**src/rtl/ext_call_sequencer.sv**
```systemverilog
// Stimulus sequencer for a foreign-call test module: issues NUM_CALLS indexed requests,
// checks each response against exp_data and reports done/pass. Optional trace: EXT_TRACE_EN.
module ext_call_sequencer #(
    parameter int DW        = 9,
    parameter int NUM_CALLS = 4,
    parameter int START_DLY = 2,
    parameter int TIMEOUT   = 8
) (
    input  logic          clk,
    input  logic          rst_n,
    input  logic          start,
    output logic          req_valid,
    output logic [7:0]    req_idx,
    input  logic          req_ready,
    input  logic          rsp_valid,
    input  logic [DW-1:0] rsp_data,
    input  logic [DW-1:0] exp_data,
    output logic [7:0]    cyc,
    output logic          busy,
    output logic          done,
    output logic          pass,
    output logic [7:0]    err_count,
    output logic          timeout_err
);

    // state    | meaning
    // S_IDLE   | waiting for start after reset
    // S_DELAY  | counting START_DLY idle cycles
    // S_ISSUE  | req_valid high until req_ready
    // S_WAIT   | waiting for rsp_valid or timeout
    // S_DONE   | run finished, results held until next start
    typedef enum logic [2:0] {S_IDLE, S_DELAY, S_ISSUE, S_WAIT, S_DONE} state_t;

    localparam logic [7:0] DLY_INIT = 8'(START_DLY);
    localparam logic [7:0] TMO_INIT = 8'(TIMEOUT);
    localparam logic [7:0] LAST_IDX = 8'(NUM_CALLS - 1);

    state_t     state_q, state_d;
    logic [7:0] cyc_q, cyc_d;
    logic [7:0] dly_q, dly_d;
    logic [7:0] tmo_q, tmo_d;
    logic [7:0] idx_q, idx_d;
    logic [7:0] err_q, err_d;
    logic       tmo_err_q, tmo_err_d;
    logic       call_end;

    always_comb begin
        state_d   = state_q;
        cyc_d     = cyc_q + 8'd1;
        dly_d     = dly_q;
        tmo_d     = tmo_q;
        idx_d     = idx_q;
        err_d     = err_q;
        tmo_err_d = tmo_err_q;
        call_end  = 1'b0;
        case (state_q)
            S_IDLE, S_DONE: begin
                if (start) begin
                    err_d     = 8'd0;
                    tmo_err_d = 1'b0;
                    idx_d     = 8'd0;
                    dly_d     = DLY_INIT;
                    state_d   = (START_DLY == 0) ? S_ISSUE : S_DELAY;
                end
            end
            S_DELAY: begin
                dly_d = dly_q - 8'd1;
                if (dly_q <= 8'd1) begin
                    dly_d   = 8'd0;
                    state_d = S_ISSUE;
                end
            end
            S_ISSUE: begin
                if (req_ready) begin
                    tmo_d   = TMO_INIT;
                    state_d = S_WAIT;
                end
            end
            S_WAIT: begin
                // a response on the expiring cycle wins over the timeout
                if (rsp_valid) begin
                    call_end = 1'b1;
                    if ((rsp_data != exp_data) && (err_q != 8'hFF)) begin
                        err_d = err_q + 8'd1;
                    end
                end else if (tmo_q <= 8'd1) begin
                    tmo_d     = 8'd0;
                    tmo_err_d = 1'b1;
                    call_end  = 1'b1;
                end else begin
                    tmo_d = tmo_q - 8'd1;
                end
                if (call_end) begin
                    if (idx_q == LAST_IDX) begin
                        state_d = S_DONE;
                    end else begin
                        idx_d   = idx_q + 8'd1;
                        state_d = S_ISSUE;
                    end
                end
            end
            default: state_d = S_IDLE;
        endcase
    end

    always_ff @(posedge clk or negedge rst_n) begin
        if (!rst_n) begin
            state_q   <= S_IDLE;
            cyc_q     <= 8'd0;
            dly_q     <= 8'd0;
            tmo_q     <= 8'd0;
            idx_q     <= 8'd0;
            err_q     <= 8'd0;
            tmo_err_q <= 1'b0;
        end else begin
            state_q   <= state_d;
            cyc_q     <= cyc_d;
            dly_q     <= dly_d;
            tmo_q     <= tmo_d;
            idx_q     <= idx_d;
            err_q     <= err_d;
            tmo_err_q <= tmo_err_d;
        end
    end

`ifdef EXT_TRACE_EN
    always_ff @(posedge clk) begin
        if (rst_n) begin
            if (state_q == S_WAIT && rsp_valid) begin
                $display("[%0d] call %0d got/exp %0h/%0h", cyc_q, idx_q, rsp_data, exp_data);
            end else if (state_q == S_WAIT && tmo_q <= 8'd1) begin
                $display("[%0d] call %0d TIMEOUT", cyc_q, idx_q);
            end
            if (state_q != S_DONE && state_d == S_DONE) begin
                if (err_d == 8'd0 && !tmo_err_d) $display("*-* All Finished *-*");
                else $display("%%Error: %0d mismatches", err_d);
            end
        end
    end
`endif

    assign req_valid   = (state_q == S_ISSUE);
    assign req_idx     = idx_q;
    assign cyc         = cyc_q;
    assign busy        = (state_q == S_DELAY) || (state_q == S_ISSUE) || (state_q == S_WAIT);
    assign done        = (state_q == S_DONE);
    assign pass        = done && (err_q == 8'd0) && !tmo_err_q;
    assign err_count   = err_q;
    assign timeout_err = tmo_err_q;

endmodule
```
**config.mk**
```make
export PLATFORM = sky130hd
export DESIGN_NAME = ext_call_sequencer
export DESIGN_NICKNAME = d
export VERILOG_FILES = /design/src/rtl/ext_call_sequencer.sv
export SDC_FILE = /design/constraint.sdc
export NUM_CORES = 1
export LEC_CHECK = 0
export CAP_MARGIN = 20
export CORE_AREA = 2 2 74 76
export DETAILED_ROUTE_END_ITERATION = 7
export DIE_AREA = 0 0 76 78
export PLACE_DENSITY = 0.74
export SLEW_MARGIN = 20
export SYNTH_ARGS = -nofsm -noshare
export SYNTH_HDL_FRONTEND = slang
export SYNTH_SLANG_ARGS = --single-unit
```
**constraint.sdc**
```tcl
create_clock -name clk -period 2.4 [get_ports clk]
set_input_delay 0.48 -clock clk [delete_from_list [all_inputs] [get_ports clk]]
set_output_delay 0.48 -clock clk [all_outputs]
set_load 0.03 [all_outputs]
```
==> results.md <==
- The first-iteration detailed-routing DRC count is 55.
- TritonCTS built the clock tree.
- Using the TritonRoute via totals, the vias-per-cell ratio works out to 5.28.
- The die is 76 um wide.
- The average wire length per cell after detail routing is 13.1 um.
- The longest clock path from root to sink contains 2 buffers.
- The die covers 0.00593 mm2.
- Counting every sink on the clock net gives 44.
- The worst register-to-register path has a setup slack of 240 ps.
- The pin count of the biggest net entering global routing is 45.
- The fraction of post-synthesis cell area in the top cell type by area is 0.448.
- The detail route stage leaves a number of antenna-violating nets equal to 0.
- The core area is 0.00504 mm2.
- The relative contribution of sequential cells to total power is 0.374.
- STA classifies the critical path startpoint as a flip-flop.
- Detailed routing inserted a total of 2077 vias.
- The wire length after detailed routing is 5140 um.
- The hold violation total from the final report is 0.
- Among all stages on the critical path, the largest delay is contributed by clkdlybuf4s50_1.
- Routability-driven placement finished with a final weighted congestion of 0.822.
- Once detailed placement completed, the half-perimeter wirelength came to 3820 um.
- The internal power consumption is 0.00181 W.
- The area growth from synthesis to layout is 30.4%.
- The share of total power dissipated in the clock network is 0.149.
- Yosys mapped the design onto 43 distinct sky130hd cell types.
- For this run, design rule violations remaining after detail routing come to 0.
- The clock arrives with 4.95 ps of skew.
- When the netlist entered floorplanning its net count stood at 290.
- The initial antenna violation count is 0.
- The endpoint arrival time on the critical path is 1790 ps.
- The reg-to-reg endpoint is err_count[5]$_DFFE_PN0P_.
- In the final layout, the share of cells above drive strength 1 is 0.0898.
- The share of total power consumed by net switching is 0.415.
- The top-level port count is 52.
- The worst endpoint required time is 1920 ps.
- The number of levels in the clock H-tree is 2.
- The power share of the combinational group is 0.476.
- For the worst flop-to-flop path, the logic depth is 6.
- After synthesis, the cell types taking the most area are dfrtp_1 45%, xor2_1 5.0%, nor2_1 4.4%.
- In this run the power density over the cells is 965 mW/mm2.
- The die boundary height is 78 um.
- Across all setup checks in the final design, the least slack found is 130 ps.
- The slew at the pin with the worst max-slew slack is 565 ps.
- The placement row count is 26.
- The repair_antennas step left the layout with diodes totalling 0.
- Buffers added to address setup during post-CTS repair amount to 0.
- Clock-pin slew was measured on the worst setup and hold paths at 90 ps.
- The capturing element type of the critical path is an output pin.
- The startpoint identified for the worst register-to-register timing path is err_count[1]$_DFFE_PN0P_.
- The starting utilization of the core area is 0.487.
- Of the synthesized area, sequential elements account for 0.448.
- The worst pin sits at a relative slew slack of 0.624.
- Before CTS, the worst setup slack after placement is 50.9 ps.
- The worst setup path is of the reg2out kind.
- The maximum vdd drop is 0.480 mV.
- After synthesis, the share of flip-flops with an asynchronous set or reset is 1.00.
- In the layout the commonest cells are 47 x clkdlybuf4s50_1, 44 x dfrtp_1, 29 x nor2_1, 21 x o21ai_0, 20 x nand2_1.
- The analysis attributes to net switching a power of 0.00128 W.
- In the final design database the tool counted 353 nets.
- The total global-route track usage is 0.183.
- Walking the worst path, the cells encountered are nand2b_1 > nor2_1 > clkdlybuf4s50_1.
- Setup repair after global routing left no endpoint under its margin.
- Global routing finished with a remaining overflow of 0.
- The class of the most critical hold timing path is in2async.
- Counting flops with a built-in enable in the synthesized netlist gives 0.
- Dividing the final minimum period by the clock period gives 0.946.
- The number of storage elements in the synthesis netlist is 44.
- Of all nets on the critical path, the largest fanout is 8.
- In this run, CTS created clock tree buffers numbering 5.
- Setup total negative slack on the finished layout was measured at 0 ps.
- On the worst path, the slowest cell contributes a delay of 680 ps.
- The cell area that synthesis handed to floorplanning was 0.00246 mm2.
- The tree is rooted in a clkbuf_8.
- The number of maximum-capacitance constraint violations is 0.
- In this run the mean area of a mapped cell was 9.49 um2.
- Derived from the worst setup path, the maximum achievable clock frequency is 441 MHz.
- The leading cell type in the layout, fill and taps excluded is clkdlybuf4s50_1.
- The flow ran to the end, and the final reports show no timing, DRC or antenna violations.
- The clock network latency to the later pin of the worst-skew pair is 300 ps.
- The number of buffers added on ports is 51.
- For this run, the leading register cell type out of synthesis is dfrtp_1.
- The number of global-route vias before repair came to 1903.
- Setup violations remaining at the end of the flow were counted as 0.
- In the synthesized netlist, the number of instances is 259.
- The worst path in the final design needs a cycle of 2270 ps, including I/O delays and setup.
- The global-route wire length before repair is 8740 um.
- The count of warnings emitted by yosys is 0.
- The leakage power is 1.43 nW.
- The library cell with the largest summed area after synthesis is dfrtp_1.
- The final count of pins violating max slew is 0.
- Before antenna repair, the detailed router went through 4 iterations.
per-layer routing:
| layer | wire [um] | GRT usage | vias to the layer above |
|---|---|---|---|
| met5 | 0 | 0 | - |
| met4 | 78 | 0.0745 | 0 |
| met3 | 186 | 0.0407 | 6 |
| met2 | 2450 | 0.296 | 44 |
| met1 | 2430 | 0.240 | 976 |
| li1 | - | - | 1051 |
what timing repair did:
action / 4_1_cts / 5_1_grt
endpoints found under the setup margin: 1 / 6
hold buffers: 0 / 0
gates resized for setup: 1 / 3
Yosys cell counts (all sizes together) (4+ instances only):
| master | number |
|---|---|
| nor2 | 29 |
| clkbuf | 4 |
| and3 | 6 |
| nand4 | 4 |
| dfrtp | 44 |
| nand3 | 8 |
| nand2b | 5 |
| o21ai | 21 |
| ha | 8 |
| inv | 10 |
| or4 | 4 |
| or3 | 11 |
| xnor2 | 8 |
| nor3 | 5 |
| xor2 | 14 |
| a21oi | 11 |
| nand2 | 20 |
| o31ai | 4 |
sequential cells by signal (all words and copies together), names as in the netlist:
name and cells:
cyc 8, dly_q 8, err_count 8, req_idx 8
state_q 3, timeout_err 1, tmo_q 8
cell type report:
type / count / area [um2]
sequential: 44 / 1100
tap: 70 / 87.6
clock buffer: 5 / 68.8
fill: 431 / 1840
clock inverter: 3 / 18.8
multi-input combinational: 198 / 1290
timing repair buffer: 63 / 599
inverter: 10 / 37.5
power groups by stage:
| stage | sequential [W] | clock, W | combinational (W) |
|---|---|---|---|
| 2_1_floorplan | 0.00128 | 0 | 0.000870 |
| 3_3_place_gp | 0.00117 | 0 | 0.00145 |
| 3_5_place_dp | 0.00117 | 0 | 0.00148 |
| 4_1_cts | 0.00116 | 0.000480 | 0.00148 |
| 5_1_grt | 0.00120 | 0.000511 | 0.00163 |
| 6_report | 0.00116 | 0.000462 | 0.00147 |
worst max-delay path, delay by kind of cell (launching register included):
family	cells	cell delay [ps]
AND/OR/NAND/NOR	2	360
flip-flops	1	450
buffers and inverters	1	680
how the worst max path moves through the flow:
| stage | from | end | slack, ps |
|---|---|---|---|
| 2_1_floorplan | req_idx[0]$_DFFE_PN0P_ | req_idx[0]$_DFFE_PN0P_ | 390 |
| 3_3_place_gp | exp_data[0] | err_count[5]$_DFFE_PN0P_ | 130 |
| 3_5_place_dp | rsp_data[4] | err_count[7]$_DFFE_PN0P_ | 50 |
| 4_1_cts | state_q[1]$_DFFE_PN0P_ | done | 50 |
| 5_1_grt | state_q[2]$_DFFE_PN0P_ | req_valid | 50 |
| 6_report | state_q[2]$_DFFE_PN0P_ | req_valid | 130 |
through the flow:
stage | cells | instance area [um2] | total power [W] | utilization | hold slack, ps
after floorplan | 259 | 2460 | 0.00215 | - | 184
after global placement | 385 | 3110 | 0.00262 | 0.616 | 461
after detailed placement | 385 | 3110 | 0.00265 | 0.616 | 465
after CTS | 393 | 3190 | 0.00312 | 0.633 | 269
after global routing | 393 | 3210 | 0.00334 | 0.636 | 291
final | 393 | 3210 | 0.00309 | 0.636 | 251
cell families (layout without fill, tap and decap cells):
| group | count (synthesis) | in the layout | synth area share |
|---|---|---|---|
| flip-flops | 44 | 44 | 0.448 |
| buffers and inverters | 17 | 81 | 0.0285 |
| AO/OA/AOI/OAI | 55 | 55 | 0.150 |
| adder cells (fa/ha/maj) | 8 | 8 | 0.0407 |
| multiplexers | 6 | 6 | 0.0260 |
| AND/OR/NAND/NOR | 107 | 107 | 0.228 |
| XOR/XNOR | 22 | 22 | 0.0784 |
Note: power is estimated with default switching activity, not from simulation.
